$ cat src/rtl/compressor_pkg.sv
// Shared types for the compressor ring job sequencer: FSM states, the queued
// job descriptor, default widths and the bitwidth-code to mask helper.
package compressor_pkg;

    localparam int DATA_W_DEF = 16;
    localparam int BW_W_DEF   = 4;
    localparam int CNT_W_DEF  = 32;

    typedef enum logic [2:0] {
        IDLE,
        LOAD,
        STREAM,
        DRAIN,
        DONE
    } sched_state_e;

    typedef struct packed {
        logic [BW_W_DEF-1:0]  bitwidth;
        logic [CNT_W_DEF-1:0] count;
    } job_t;

    // Effective bit count is code+1, so the mask has code+1 LSBs set.
    function automatic logic [DATA_W_DEF-1:0] bw_to_mask(input logic [BW_W_DEF-1:0] code);
        logic [DATA_W_DEF:0] ones;
        ones = ((DATA_W_DEF + 1)'(1) << (int'(code) + 1)) - (DATA_W_DEF + 1)'(1);
        return ones[DATA_W_DEF-1:0];
    endfunction

endpackage

$ cat src/rtl/sched_job_fifo.sv
// Synchronous show-ahead job queue. The ready (not full) and empty flags are
// registered; ready stays low while rst is held and rises on the first edge
// after release. A push into a full queue is accepted only alongside a pop.
module sched_job_fifo
    import compressor_pkg::*;
#(
    parameter int QDEPTH = 4
) (
    input  logic clk,
    input  logic rst,
    input  logic push,
    input  job_t push_data,
    output logic ready,
    input  logic pop,
    output job_t pop_data,
    output logic empty
);

    localparam int AW = $clog2(QDEPTH);

    job_t             mem [QDEPTH];
    logic [AW-1:0]    wr_ptr;
    logic [AW-1:0]    rd_ptr;
    logic [AW:0]      count;
    logic [AW:0]      count_next;
    logic             do_push;
    logic             do_pop;

    assign do_pop   = pop && !empty;
    assign do_push  = push && ((count != (AW + 1)'(QDEPTH)) || do_pop);
    assign pop_data = mem[rd_ptr];

    // Occupancy after this cycle's push/pop.
    always_comb begin
        // NOTE: default assigned first so every path drives count_next; no latch.
        count_next = count;
        if (do_push && !do_pop) begin
            count_next = count + (AW + 1)'(1);
        end else if (!do_push && do_pop) begin
            count_next = count - (AW + 1)'(1);
        end
    end

    // Storage write; contents are only read once the occupancy says valid.
    always_ff @(posedge clk) begin
        // NOTE: storage array is deliberately not reset; pointers and count guard it.
        if (do_push) begin
            mem[wr_ptr] <= push_data;
        end
    end

    // Pointers, occupancy and registered status flags.
    always_ff @(posedge clk) begin
        // NOTE: non-blocking assignments for all state so every register samples pre-edge values.
        if (rst) begin
            wr_ptr <= '0;
            rd_ptr <= '0;
            count  <= '0;
            empty  <= 1'b1;
            ready  <= 1'b0;
        end else begin
            if (do_push) wr_ptr <= wr_ptr + AW'(1);
            if (do_pop)  rd_ptr <= rd_ptr + AW'(1);
            count <= count_next;
            empty <= (count_next == '0);
            ready <= (count_next != (AW + 1)'(QDEPTH));
        end
    end

endmodule

$ cat src/rtl/compressor_ring_sched.sv
// Job sequencer in front of compressor_ring. Pops queued jobs, programs the
// ring config for the whole job, passes exactly job_count samples through and
// then waits for the ring's last output beat.
// Optional drain watchdog: define COMPRESSOR_SCHED_TIMEOUT_EN.
// Width parameters must match the package defaults used by job_t.
module compressor_ring_sched
    import compressor_pkg::*;
#(
    parameter int DATA_W = DATA_W_DEF,
    parameter int BW_W   = BW_W_DEF,
    parameter int CNT_W  = CNT_W_DEF,
    parameter int QDEPTH = 4
`ifdef COMPRESSOR_SCHED_TIMEOUT_EN
    ,
    parameter int TIMEOUT = 1024
`endif
) (
    input  logic              clk,
    input  logic              rst,
    input  logic              job_valid,
    input  logic [BW_W-1:0]   job_bitwidth,
    input  logic [CNT_W-1:0]  job_count,
    output logic              job_ready,
    input  logic              in_valid,
    input  logic [DATA_W-1:0] in_data,
    output logic              in_ready,
    output logic [BW_W-1:0]   cr_bitwidth_d,
    output logic [DATA_W-1:0] cr_mask_valid_bits,
    output logic [CNT_W-1:0]  cr_transmitted_values,
    output logic              cr_rcv_valid,
    output logic [DATA_W-1:0] cr_rcv_data,
    input  logic              cr_rcv_ready,
    input  logic              cr_trm_valid,
    input  logic              cr_trm_ready,
    input  logic              cr_trm_last,
    output logic              busy,
    output logic              job_done,
    output logic [15:0]       jobs_completed,
    output logic              err_zero_len,
    output logic              err_timeout
);

    sched_state_e     state;
    sched_state_e     state_next;
    job_t             push_job;
    job_t             head_job;
    logic             fifo_empty;
    logic             pop;
    logic             streaming;
    logic             beat;
    logic             trm_done;
    logic             drain_exit;
    logic [CNT_W-1:0] beat_cnt;

    assign push_job.bitwidth = job_bitwidth;
    assign push_job.count    = job_count;

    sched_job_fifo #(
        .QDEPTH    (QDEPTH)
    ) u_fifo (
        .clk       (clk),
        .rst       (rst),
        .push      (job_valid && job_ready),
        .push_data (push_job),
        .ready     (job_ready),
        .pop       (pop),
        .pop_data  (head_job),
        .empty     (fifo_empty)
    );

    assign streaming    = (state == STREAM);
    assign beat         = streaming && in_valid && cr_rcv_ready;
    assign trm_done     = cr_trm_valid && cr_trm_ready && cr_trm_last;

    // Zero-latency sample path, closed outside STREAM.
    assign in_ready     = streaming && cr_rcv_ready;
    assign cr_rcv_valid = streaming && in_valid;
    assign cr_rcv_data  = streaming ? in_data : '0;

    assign busy         = (state != IDLE);
    assign job_done     = (state == DONE);
    assign err_zero_len = (state == LOAD) && (cr_transmitted_values == '0);

`ifdef COMPRESSOR_SCHED_TIMEOUT_EN
    localparam int TW = $clog2(TIMEOUT);

    logic [TW-1:0] drain_cnt;
    logic          timeout_hit;

    assign timeout_hit = (state == DRAIN) && !trm_done && (drain_cnt == TW'(TIMEOUT - 1));
    assign drain_exit  = trm_done || timeout_hit;

    // Drain watchdog: counts DRAIN cycles, cleared whenever outside DRAIN.
    always_ff @(posedge clk) begin
        if (rst || state != DRAIN) begin
            drain_cnt <= '0;
        end else begin
            drain_cnt <= drain_cnt + TW'(1);
        end
    end

    // Sticky timeout flag, cleared only by reset.
    always_ff @(posedge clk) begin
        if (rst) begin
            err_timeout <= 1'b0;
        end else if (timeout_hit) begin
            err_timeout <= 1'b1;
        end
    end
`else
    assign drain_exit  = trm_done;
    assign err_timeout = 1'b0;
`endif

    // Next-state and queue pop decision.
    always_comb begin
        state_next = state;
        pop        = 1'b0;
        case (state)
            IDLE: begin
                if (!fifo_empty) begin
                    pop        = 1'b1;
                    state_next = LOAD;
                end
            end
            LOAD: begin
                state_next = (cr_transmitted_values == '0) ? DONE : STREAM;
            end
            STREAM: begin
                if (beat && (beat_cnt == cr_transmitted_values - CNT_W'(1))) begin
                    state_next = DRAIN;
                end
            end
            DRAIN: begin
                if (drain_exit) begin
                    state_next = DONE;
                end
            end
            DONE: begin
                if (!fifo_empty) begin
                    pop        = 1'b1;
                    state_next = LOAD;
                end else begin
                    state_next = IDLE;
                end
            end
            default: state_next = IDLE;
        endcase
    end

    // FSM state register.
    always_ff @(posedge clk) begin
        if (rst) begin
            state <= IDLE;
        end else begin
            state <= state_next;
        end
    end

    // Ring config: loaded on the pop edge so it is valid from LOAD onwards and
    // retained after the job ends.
    always_ff @(posedge clk) begin
        if (rst) begin
            cr_bitwidth_d         <= '0;
            cr_mask_valid_bits    <= '0;
            cr_transmitted_values <= '0;
        end else if (pop) begin
            cr_bitwidth_d         <= head_job.bitwidth;
            cr_mask_valid_bits    <= bw_to_mask(head_job.bitwidth);
            cr_transmitted_values <= head_job.count;
        end
    end

    // Beat counter for the current job, restarted in LOAD.
    always_ff @(posedge clk) begin
        if (rst || state == LOAD) begin
            beat_cnt <= '0;
        end else if (beat) begin
            beat_cnt <= beat_cnt + CNT_W'(1);
        end
    end

    // Wrapping completed-job counter.
    always_ff @(posedge clk) begin
        if (rst) begin
            jobs_completed <= '0;
        end else if (state == DONE) begin
            jobs_completed <= jobs_completed + 16'd1;
        end
    end

endmodule

$ cat config.mk
export PLATFORM = sky130hd
export DESIGN_NAME = compressor_ring_sched
export DESIGN_NICKNAME = d
export VERILOG_FILES = /design/src/rtl/compressor_pkg.sv /design/src/rtl/sched_job_fifo.sv /design/src/rtl/compressor_ring_sched.sv
export SDC_FILE = /design/constraint.sdc
export NUM_CORES = 1
export LEC_CHECK = 0
export BUFFER_PORTS_ARGS = -buffer_cell sky130_fd_sc_hd__clkbuf_2
export CAP_MARGIN = 20
export CORE_UTILIZATION = 30
export DETAILED_ROUTE_END_ITERATION = 16
export GPL_ROUTABILITY_DRIVEN = 0
export PLACE_DENSITY = 0.47
export RECOVER_POWER = 25
export SLEW_MARGIN = 5
export SYNTH_ARGS = -nofsm -noshare
export SYNTH_HDL_FRONTEND = slang
export SYNTH_SLANG_ARGS = --single-unit
$ cat constraint.sdc
create_clock -name clk -period 3.7 [get_ports clk]
set_clock_uncertainty 0.1 [all_clocks]
set_input_delay 0.37 -clock clk [delete_from_list [all_inputs] [get_ports clk]]
set_output_delay 0.37 -clock clk [all_outputs]
set_load 0.01 [all_outputs]
Yosys cells after proc, flatten, opt, wreduce, memory -nomap -nowiden --
Memory sizes are Yosys's and may differ from the RTL's. A register that Yosys moved wholly into a read port is not among the register bits. Cells that the tools add are included.
Word-level totals: bits in latches 0, ROM bits 0, RAM bits 144, memories kept 1, input bits 60, register bits 112, word-level logic and storage cells 70
Memory list:
- u_fifo.mem | words 4, width 36, read ports 1, clocked after memory_dff 1, write ports 1, line sched_job_fifo.sv:21 | job_t mem [QDEPTH];
Cells by class: $add $sub $neg 9, $mul 0, muxes and demuxes 15, divide/modulo/power cells 0, $lt $le $gt $ge 0, bitwise logic cells 0, shifts and indexed selects 1, reduce and logical (&&, ||, !) cells 23, eq/ne operators 10
Operators by type and width (number):
- adder 32 x 1 -> 32 bit, second input constant | 1
- == test 32 bit | 1
- logical NOT 32 bit | 1
- subtractor 32 x 1 -> 32 bit, second input constant | 1
- 2-to-1 mux 3 bit | 6
- adder 16 x 1 -> 16 bit, second input constant | 1
- 2-to-1 mux 16 bit | 1
- left shift 1 x 5 -> 16 bit, first input constant | 1
- subtractor 16 x 2 -> 16 bit, second input constant | 1
- case mux 3 bit (5 select lines) | 1
- logical AND 1 bit | 12
- == test 3 x 2 -> 1 bit, second input constant | 2
- logical NOT 3 bit | 2
- != test 3 bit, second input constant | 2
- adder 4 x 1 -> 5 bit, second input constant | 1
- 2-to-1 mux 1 bit | 5
- adder 2 x 1 -> 2 bit, second input constant | 2
- 2-to-1 mux 2 bit | 2
- != test 2 bit, second input constant | 2
- adder 3 x 1 -> 3 bit, second input constant | 1
- == test 3 x 1 -> 1 bit, second input constant | 1
- == test 3 bit, second input constant | 1
- logical NOT 1 bit | 3
- AND reduction 3 bit | 1
- other kinds (5) | 6

Longest topological paths before layout --
Gate-level depths: netlist of the first run.
word-level depth 11, mapped depth 13

By module --
From an unflattened synthesis of the first run, not the netlist that was laid out.
Unflattened totals: cell total of the unflattened synthesis 944, area, all modules 11254.5 um2
By module, submodules not included:
- sched_job_fifo | area an instance 5833.1 um2, cells each 250, times used 1
- compressor_ring_sched | area an instance 5421.4 um2, cells each 694, times used 1

Worst setup path before layout of the first run --
Ideal clock, no wire load.
path kind register to register, from register with a tool-made name, to register cr_mask_valid_bits[6], buffers on the path 2, clock period less this slack 2.852 ns, library setup time 0.070 ns, data arrival time 2.682 ns, setup slack 0.848 ns, cell stages (with the launch flop) 14, cell sequence dfxtp_1 buf_2 mux4_2 or2_1 or2_1 ha_1 clkbuf_1 inv_1 nand2_1 nor2_1 a22oi_1 o22ai_1 nand2_1 a21oi_1
RTL lines:
- end signal: assignment | line compressor_ring_sched.sv:169 | cr_mask_valid_bits <= bw_to_mask(head_job.bitwidth);
- end: declaration | line compressor_ring_sched.sv:28 | output logic [DATA_W-1:0] cr_mask_valid_bits,

Worst setup path in the final report of the first run --
from register cr_transmitted_values[2], to output err_zero_len
Between the ends: cells in the longest elaborated chain, start to end 2
Ends and longest elaborated chain:
- start: declaration | line compressor_ring_sched.sv:29 | output logic [CNT_W-1:0] cr_transmitted_values,
- start signal: assignment | line compressor_ring_sched.sv:170 | cr_transmitted_values <= head_job.count;
- logical NOT 32 bit | line compressor_ring_sched.sv:82 | assign err_zero_len = (state == LOAD) && (cr_transmitted_values == '0);
- logical AND 1 bit | line compressor_ring_sched.sv:82
- end: declaration | line compressor_ring_sched.sv:39 | output logic err_zero_len,
No other way between the ends.

==> summary.txt, run 1 <==
Route
  – Top sig layer: met4
  – DR vias/cell: 4.68
  – Wire length on met3: 1090 um
  – # DRC: 0
  – Wire per inst: 16.6 um
  – DRT iter0 DRCs: approximately 440
  – Final Routed Wirelength: 27900 um
  – WL met1: roughly 13000 um
  – Vias: 7836
  – Pre-antenna DRT Iters: 6
  – Metal2 WL: between 10000 and 15000 um
  – Routed Antenna Nets: 0

Timing
  – Max Slew Vio Count: 0
  – Slew headroom: 46.0%
  – Final-report setup violation count: 0
  – Period utilization: between 80% and 90%
  – RSZ-0062 raised after global routing: no
  – Pin slew with the least headroom to its limit: 0.808 ns
  – Fmax: 316 MHz
  – Setup tns final: 0 ns
  – Post-route setup slack: 0.540 ns
  – Hold Fails Final Rpt: 0
  – Crit path time final: 3.16 ns

Critical path
  – Crit path DAT: 2.69 ns
  – Crit path launch type: flip-flop
  – Critical Path RT: 3.23 ns
  – Critical-path maximum fanout: 9
  – Critical Path Sink Type: output port
  – Kind of critical path: flip-flop to output port

Yosys
  – Mux contribution to synthesized area: 7.46%
  – Post-synth top flop: edfxtp_1
  – Synth cell types: 79
  – Post-synthesis sequential area ratio: 57.9%
  – XOR/XNOR share of the synthesized area: 6.07%
  – Synth Area in Simple Gates: between 10% and 20%
  – Complex-gate fraction of the synthesized area: under 10%
  – Synth Warn #: 0
  – Post-Syn Instances: 967
  – Syn Nets: roughly 1.0k
  – Synth Area in Adders: 1.21%
  – Avg Inst Size Synth: 11.8 sq um
  – Largest family of logic cells by synthesized area: simple AND/OR/NAND/NOR gates
  – EDFF count, synth: 144
  – #FFs+latches synth: 258
  – Cell area after synthesis: 0.0114 sq mm
  – Asr flop ratio synth: 0%

Cells and area
  – Commonest non-fill, non-tap cell in the layout: edfxtp_1
  – # nets final: about 1.2k
  – Design area: 0.0140 sq mm
  – Antenna cells: 0
  – Fillers: 3716
  – Share of cells above drive strength 1: between 20% and 30%
  – Finished Core Util: a little under two fifths
  – Most frequent cells in the layout: edfxtp_1, clkbuf_2, nand2_1
  – Area added between synthesis and finish: 22.3%

Floorplanning
  – Boundary Pins: 151
  – Total die area: 0.0388 sq mm
  – Core area: 0.0376 sq mm
  – Die extent in x: 197 um
  – Floorplan row count: 71
  – Initial Util: 30.4%
  – Die Height: 197 um

GRT
  – Gr usage total: 14.5%
  – Grt total ovfl: 0
  – Global-route wire length before repair: approximately 44000 um
  – Initial antenna violation count: 0
  – Largest net degree at the start of global routing: 67
  – Vias in the first global route: 7635

Clocking
  – Worst-path clk slew: ~0.06 ns
  – Root Driver: clkbuf_16
  – Total CTS buffers: 28
  – Max clock buf depth: 3
  – Clk sink count: 258
  – Worst-Skew Late Latency: 0.55 ns
  – Hold_buf cts: 36
  – CTS tree: built
  – Post-cts gate resize count: 0
  – H-tree Lvls: 1
  – Setup bufs post-CTS: 0

Power and ir drop
  – Combinational fraction of design power: 36.7%
  – Sw frac: between 30% and 40%
  – Switch Pwr: 4.00 mW
  – Pwr/cell area: 775 mW/mm^2
  – Final Total Pwr: 10.8 mW
  – Part of the power in registers: a little under two fifths
  – Clk pwr share: a little over a quarter
  – Power Internal: between 6 and 7 mW
  – VDD IR-drop max: 0.000301 V
  – P_leak: 4.97 nW

Outcome
  – Status: complete, no violations

Run
  – Maxcap violations: 0

Place
  – Post-DP Area: 0.0127 sq mm
  – Place WS: 0.705 ns
  – PortBufs: 149
  – Hpwl dp: between 15000 and 20000 um

Hold path
  – Hold Path Class: input port to flip-flop
## cell families (layout without fill, tap and decap cells)
kind of cell               count (synthesis)  in the layout
and+or+nand+nor                          380            380
DFF                                      258            258
AOI/OAI and AO/OA                        132            132
xor gates and xnor gates                  79             79
buffers and inverters                     65            263
muxes                                     40             40
adders and majority gates                 11             11
other                                      2              2
## synthesized netlist by cell type, drive strengths merged, types with 5 or more instances
master  count  area, sq um
a21oi      66          330
nand2     120          458
xnor2      36          315
or4         5         41.3
nand3      28          145
clkbuf     40          171
nand3b      5         37.5
and2       26          163
o211ai      5         37.5
and3        9         56.3
or3        10         67.6
nor2       93          357
mux4       36          811
xor2       43          377
buf        12         68.8
o21ai      24          120
nand4b      5         43.8
dfxtp     114         2280
or2         7         43.8
nor3b       6         45.0
and4       11         96.3
nor3       17          113
nor4       11          141
ha         11          138
edfxtp    144         4320
inv        13         48.8
nand4      15          100
## registers in the layout, summed over array words and instances, names as in the netlist, named ones only
| register | cells |
|---|---|
| u_fifo.mem | 144 |
| beat_cnt | 32 |
| cr_transmitted_values | 32 |
| cr_mask_valid_bits | 16 |
| jobs_completed | 16 |
| cr_bitwidth_d | 4 |
| state | 3 |
| u_fifo.count | 3 |
| u_fifo.rd_ptr | 2 |
| u_fifo.wr_ptr | 2 |
| u_fifo.empty | 1 |
| u_fifo.ready | 1 |
## through the flow
step,hold WS (ns),cells
2_1_floorplan,0.346,967
3_3_place_gp,0.350,1588
3_5_place_dp,0.348,1588
4_1_cts,0.102,1676
5_1_grt,0.131,1676
6_report,0.130,1676
## per-layer routing
metal | global-route usage (%) | vias up
li1 | - | 3882
met1 | 19.6 | 3740
met2 | 24.1 | 172
met3 | 1.92 | 42
met4 | 4.05 | 0
met5 | 0 | -
## final cells by class
type                    instances  area [sq um]  area share (%)
flip-flops and latches        258          6610            47.4
multi-input cells             644          4530            32.4
repair buffers                198          1200            8.62
clock buffers                  36           762            5.46
well taps                     511           639            4.58
clock inverters                16           165            1.18
inverters                      13          48.8           0.350
## power by group through the flow
| stage | Combinational (mW) | Clock [mW] | Sequential (mW) |
|---|---|---|---|
| 2_1_floorplan | 2.81 | 0 | 4.00 |
| 3_3_place_gp | 4.02 | 0 | 4.09 |
| 3_5_place_dp | 4.00 | 0 | 4.10 |
| 4_1_cts | 4.04 | 2.89 | 4.04 |
| 5_1_grt | 4.45 | 2.99 | 4.11 |
| 6_report | 3.97 | 2.82 | 4.03 |
## worst max-delay path, stage by stage (launching register included)
cell and delay, ns:
dfxtp_1 0.43, or4_4 0.64, nor2_4 0.21, nand3_1 0.13, nor3_1 0.36, and3_1 0.22
clkbuf_2 0.15
## final timing paths
check	from	end	slack, ns	cells after the start
worst max register to register	flip-flop	cr_mask_valid_bits[6]	0.68	11
worst min register to register	cr_bitwidth_d[3]	cr_bitwidth_d[3]	0.36	2
worst min-delay path	rst	jobs_completed[3]	0.13	2
worst max-delay path	cr_transmitted_values[2]	err_zero_len	0.54	6
No activity file was read; power rests on OpenSTA's default activity.
==> run 2: changes to the inputs <==
--- a/config.mk
+++ b/config.mk
@@ -5,6 +5,7 @@
 export SDC_FILE = /design/constraint.sdc
 export NUM_CORES = 1
 export LEC_CHECK = 0
+export ABC_AREA = 1
 export BUFFER_PORTS_ARGS = -buffer_cell sky130_fd_sc_hd__clkbuf_2
 export CAP_MARGIN = 20
 export CORE_UTILIZATION = 30
==> run 2 against run 1 <==
  * Sequential share of layout area decreased by 2.6 points
  * Synthesized cell count increased by 48%
  * Sequential power decreased by 3%
  * Count of clock-buffer cells in the layout decreased by 4
  * Non-clock buffer count increased by 4
  * First-iteration DRC count increased by 31%
  * Combinational power increased by 14%
  * Largest power group is now combinational cells
  * Critical path type unchanged
  * Sequential cell count unchanged
==> summary.txt, run 2 <==
Power and ir drop
  – Combinational fraction of design power: 40.1%
  – Clk pwr share: 25.1%
  – VDD IR-drop max: 0.000414 V
  – Switch Pwr: 4.71 mW
  – P_leak: roughly 6.0 nW
  – Power Internal: 6.57 mW
  – Pwr/cell area: 763 mW/mm^2
  – Part of the power in registers: 34.8%
  – Sw frac: 41.7%

Clocking
  – Root Driver: clkbuf_16
  – H-tree Lvls: 1
  – Hold_buf cts: 36
  – Post-cts gate resize count: 0
  – Worst-path clk slew: 0.06 ns
  – Setup bufs post-CTS: 0
  – Clk sink count: ~260
  – Max clock buf depth: 3
  – Worst-Skew Late Latency: 0.56 ns
  – CTS tree: built
  – Total CTS buffers: 29

Critical path
  – Critical-path maximum fanout: 9
  – Crit path launch type: flip-flop
  – Kind of critical path: flip-flop to output port
  – Crit path DAT: about 2.6 ns
  – Critical Path RT: 3.23 ns
  – Critical Path Sink Type: output port

Floorplanning
  – Floorplan row count: 73
  – Die Height: 203 um
  – Boundary Pins: approximately 150
  – Die extent in x: 203 um
  – Core area: 0.0398 sq mm
  – Initial Util: 30.5%
  – Total die area: 0.0413 sq mm

Route
  – # DRC: 0
  – DR vias/cell: 4.56
  – DRT iter0 DRCs: about 570
  – Pre-antenna DRT Iters: 5
  – Final Routed Wirelength: 32400 um
  – Vias: 9853
  – Wire per inst: 15.0 um
  – Routed Antenna Nets: 0

Yosys
  – EDFF count, synth: 144
  – Post-synth top area share: between 30 and 40%
  – Synth cell types: 50
  – Post-Syn Instances: 1431
  – Dominant cells by area after synthesis: edfxtp_1, dfxtp_1, nor2_1, nand2_1, o21ai_0
  – Syn Nets: 1502
  – Post-synth top flop: edfxtp_1
  – Post-synthesis sequential area ratio: 54.4%
  – Commonest cells in the synthesized netlist: nor2_1, nand2_1, inv_1
  – Synth Warn #: 0
  – Cell taking the most area after synthesis: edfxtp_1
  – Cell with the most instances after synthesis: nor2_1
  – Avg Inst Size Synth: 8.49 sq um
  – Cell area after synthesis: 0.0122 sq mm
  – Asr flop ratio synth: 0%
  – #FFs+latches synth: 258

Timing
  – Max Slew Vio Count: 0
  – Slew headroom: 54.5%
  – Period utilization: 82.7%
  – Crit path time final: approximately 3.1 ns
  – Hold Fails Final Rpt: 0
  – Pin slew with the least headroom to its limit: 0.681 ns
  – Setup tns final: 0 ns
  – Fmax: 327 MHz
  – RSZ-0062 raised after global routing: no
  – Final-report setup violation count: 0

Cells and area
  – Register Area: 0.00661 sq mm
  – Antenna cells: 0
  – Fillers: 4121
  – Share of cells above drive strength 1: 14.3%
  – Finished Core Util: 37.1%
  – Area added between synthesis and finish: 21.5%
  – Max reg flops: 144
  – Commonest non-fill, non-tap cell in the layout: nor2_1
  – Final cell count without fillers: ~2.2k
  – Most frequent cells in the layout: nor2_1, nand2_1, inv_1
  – Design area: approximately 0.015 sq mm
  – # nets final: 1686
  – Biggest registers after layout: u_fifo.mem: 144 flops, beat_cnt: 32 flops, cr_transmitted_values: 32 flops
  – Footprint of the multi-input gates: 0.00469 sq mm
  – Largest reg by FF count: u_fifo.mem

GRT
  – Grt total ovfl: 0
  – Vias in the first global route: ~9k
  – Largest net degree at the start of global routing: 65
  – Initial antenna violation count: 0
  – Global-route wire length before repair: 50700 um
  – Gr usage total: 15.6%

Hold path
  – Hold Path Class: input port to flip-flop

Outcome
  – Status: complete, no violations

Run
  – Maxcap violations: 0

Place
  – PortBufs: around 150
  – Hpwl dp: 23100 um
  – Post-DP Area: 0.0135 sq mm
  – Cells after DPL: 2073
## run 2: final cells by class
type / instances / share of cell area, %
timing repair buffer: 202 / 8.17
tap: 525 / 4.45
multi-input combinational: 944 / 31.8
sequential: 258 / 44.7
clock buffer: 32 / 4.99
clock inverter: 20 / 1.29
inverter: 180 / 4.59
## run 2: cell families (layout without fill, tap and decap cells)
| family | after synthesis | in the layout | synth area share (%) |
|---|---|---|---|
| buffers and inverters | 229 | 434 | 7.29 |
| and+or+nand+nor | 630 | 630 | 22.8 |
| adders and majority gates | 11 | 11 | 1.13 |
| xor gates and xnor gates | 35 | 35 | 2.52 |
| other | 2 | 2 | 0.0618 |
| DFF | 258 | 258 | 54.4 |
| AOI/OAI and AO/OA | 266 | 266 | 11.8 |
## run 2: metrics by stage
stage,power (mW),worst slack [ns],hold WS [ns]
2_1_floorplan,7.02,0.502,0.336
5_1_grt,12.2,0.349,0.128
4_1_cts,11.4,0.569,0.112
3_3_place_gp,8.50,0.989,0.355
6_report,11.3,0.638,0.134
3_5_place_dp,8.52,0.942,0.365
## run 2: critical path, cell delays in order, from the launching register on
cell and delay [ns]:
dfxtp_1 0.32, inv_1 0.12, ha_1 0.22, nand2_2 0.12
nor2_4 0.22, nand4_1 0.12, nor3_1 0.25, nand2_1 0.12
nor3_1 0.32, clkbuf_2 0.21
## run 2: path summary, 6_finish.rpt
check | startpoint | to | slack (ns) | depth (start not counted)
max | cr_transmitted_values[0] | err_zero_len | 0.64 | 9
min | cr_rcv_ready | beat_cnt[0] | 0.13 | 5
max reg2reg | flip-flop | cr_mask_valid_bits[10] | 0.96 | 13
min reg2reg | cr_mask_valid_bits[0] | cr_mask_valid_bits[0] | 0.37 | 2
## run 2: metal layers
layer  global-route usage [%]  vias to the layer above  share of wire [%]
li1                         -                     5095                  -
met1                     21.0                     4546                 48
met2                     25.8                      172                 46
met3                     2.09                       40                3.8
met4                     4.78                        0                2.3
met5                        0                        -                  0
## run 2: power groups by stage
| stage | clock [mW] | sequential, mW | combinational [mW] |
|---|---|---|---|
| floorplan | 0 | 3.97 | 3.05 |
| global placement | 0 | 3.97 | 4.53 |
| detailed placement | 0 | 3.98 | 4.54 |
| CTS | 2.92 | 3.92 | 4.59 |
| global route | 3.03 | 3.98 | 5.18 |
| finish | 2.83 | 3.92 | 4.52 |
==> run 3: changes to the inputs <==
--- a/config.mk
+++ b/config.mk
@@ -11,7 +11,7 @@
 export CORE_UTILIZATION = 30
 export DETAILED_ROUTE_END_ITERATION = 16
 export GPL_ROUTABILITY_DRIVEN = 0
-export PLACE_DENSITY = 0.47
+export PLACE_DENSITY = 0.48
 export RECOVER_POWER = 25
 export SLEW_MARGIN = 5
 export SYNTH_ARGS = -nofsm -noshare
==> constraint.sdc (replaced) <==
create_clock -name clk -period 2.55 [get_ports clk]
set_clock_uncertainty 0.1 [all_clocks]
set_input_delay 0.255 -clock clk [delete_from_list [all_inputs] [get_ports clk]]
set_output_delay 0.255 -clock clk [all_outputs]
set_load 0.01 [all_outputs]
==> run 3 against run 2 <==
  * Die area unchanged
  * Register-to-register slack lost 0.75 ns
  * Global-route usage shrank 0.11 points
  * Wire length is 0.53% lower
  * Critical path depth fell by 1
  * Non-clock buffer count up 15
  * Worst setup slack worse by 0.51 ns
  * Largest power group unchanged
==> summary.txt, run 3 (synthesized netlist as in run 2, its figures left out) <==
Critical path
  – Critical-path maximum fanout: 5
  – Critical Path RT: 2.19 ns
  – Crit path launch type: flip-flop
  – Kind of critical path: flip-flop to output port
  – WP buf/inv: 1
  – Crit path DAT: ~2 ns
  – Critical Path Sink Type: output port
  – Crit path depth: 8
  – R2R depth: 18
  – CP cell instances: nor2_2 -> nand2_1 -> nor2_4 -> nand4_1 -> nor3_2 -> nand2_1 -> nor3_2 -> buf_4
  – Slowest cell on crit path: dfxtp_1
  – CP peak stage delay: between 0.3 and 0.4 ns
  – Cell family with most CP delay: simple AND/OR/NAND/NOR gates

Floorplanning
  – Boundary Pins: roughly 150
  – Floorplan row count: 73
  – Total die area: 0.0413 sq mm
  – Die extent in x: 203 um
  – Die Height: 203 um
  – Core area: 0.0398 sq mm
  – Initial Util: between 30% and 40%

Cells and area
  – Biggest registers after layout: u_fifo.mem: 144 flops, beat_cnt: 32 flops, cr_transmitted_values: 32 flops
  – Commonest non-fill, non-tap cell in the layout: nand2_1
  – # nets final: 1700
  – Largest reg by FF count: u_fifo.mem
  – Max reg flops: around 140
  – Area added between synthesis and finish: 23.6%
  – Most frequent cells in the layout: nand2_1, nor2_1, inv_1
  – Share of cells above drive strength 1: 17.0%

Route
  – Vias: 9913
  – DR vias/cell: between 4 and 5
  – Pre-antenna DRT Iters: 4
  – DRT iter0 DRCs: 482
  – WL met1: between 15000 and 20000 um
  – Wire per inst: 14.8 um
  – Final Routed Wirelength: 32200 um
  – Wire length on met3: approximately 1100 um
  – Top sig layer: met4
  – Routed Antenna Nets: 0
  – Metal2 WL: 14800 um
  – # DRC: 0

Power and ir drop
  – Power Internal: 9.79 mW
  – Combinational fraction of design power: 42.3%
  – Switch Pwr: 7.02 mW
  – Sw frac: 41.7%
  – Final Total Pwr: 16.8 mW
  – Clk pwr share: 23.8%
  – Part of the power in registers: 33.9%
  – VDD IR-drop max: 0.000537 V
  – Pwr/cell area: 1120 mW/mm^2
  – P_leak: 6.14 nW

GRT
  – Global-route wire length before repair: 50700 um
  – Gr usage total: 15.5%
  – Initial antenna violation count: 2
  – Vias in the first global route: about 9.5k
  – Grt total ovfl: 0
  – Largest net degree at the start of global routing: 65

Place
  – PortBufs: 149
  – Hpwl dp: 22800 um

Clocking
  – Worst-path clk slew: 0.06 ns
  – Root Driver: clkbuf_16
  – Clk sink count: 258
  – Worst-Skew Late Latency: roughly 0.56 ns
  – CTS tree: built
  – Total CTS buffers: 28
  – H-tree Lvls: 1
  – Max clock buf depth: 3

Timing
  – Pin slew with the least headroom to its limit: 0.657 ns
  – Setup tns final: 0 ns
  – Period utilization: 94.8%
  – Max Slew Vio Count: 0
  – Hold Fails Final Rpt: 0
  – Hold WS: about 0.027 ns
  – Slew headroom: 56.2%
  – Fmax: 413 MHz
  – Final-report setup violation count: 0
  – Crit path time final: 2.42 ns

Run
  – Maxcap violations: 0

Hold path
  – Hold Path Class: input port to flip-flop
  – Hold Path Depth: 4

Outcome
  – Status: complete, no violations
-- run 3: cell type report --
cell class              instances  area [sq um]
diodes                          2          5.00
clock buffers                  32           747
clock inverters                20           165
fillers                      4101         24800
inverters                     180           679
multi-input cells             944          4780
flip-flops and latches        258          6620
well taps                     525           657
repair buffers                217          1380
-- run 3: timing repair --
item	in CTS	in global routing
cloned	0	0
gates resized for setup	10	28
pin swaps	2	6
hold endpoints to repair	144	0
hold buffers	36	0
buffers inserted	1	4
endpoints found under the setup margin	12	4
-- run 3: path summary, 6_finish.rpt --
kind / startpoint / end / slack (ns)
setup / recovery: cr_transmitted_values[16] / err_zero_len / 0.13
setup reg to reg: cr_transmitted_values[0] / state[1] / 0.21
hold / removal: cr_trm_ready / state[0] / 0.03
hold reg to reg: u_fifo.rd_ptr[1] / flip-flop / 0.37
-- run 3: worst register-to-register path, delay by kind of cell (launching register included) --
family / cells / cell delay (ns)
compound gates: 1 / 0.12
flops: 1 / 0.33
buf+inv: 3 / 0.31
fa+ha+maj: 1 / 0.17
simple gates: 13 / 1.20
-- run 3: metrics by stage --
step           utilization, %  cells  setup slack [ns]  area (sq um)
2_1_floorplan               -   1431           -0.0818         12200
3_3_place_gp             34.3   2083             0.137         13600
3_5_place_dp             34.3   2083            0.0847         13600
4_1_cts                  37.6   2172           -0.0265         15000
5_1_grt                  37.7   2178          -0.00628         15000
6_report                 37.7   2178             0.131         15000
-- run 3: per-layer routing --
metal / up-vias / GRT usage, %
met5: - / 0
met4: 0 / 4.54
met3: 45 / 1.98
met2: 152 / 26.0
met1: 4582 / 20.7
li1: 5134 / -
-- run 3: power by group through the flow --
| stage | clock, mW | combinational (mW) | sequential (mW) |
|---|---|---|---|
| floorplan | 0 | 4.43 | 5.75 |
| global placement | 0 | 6.73 | 5.76 |
| detailed placement | 0 | 6.75 | 5.76 |
| CTS | 4.12 | 6.93 | 5.68 |
| global route | 4.28 | 8.05 | 5.79 |
| finish | 4.01 | 7.10 | 5.70 |
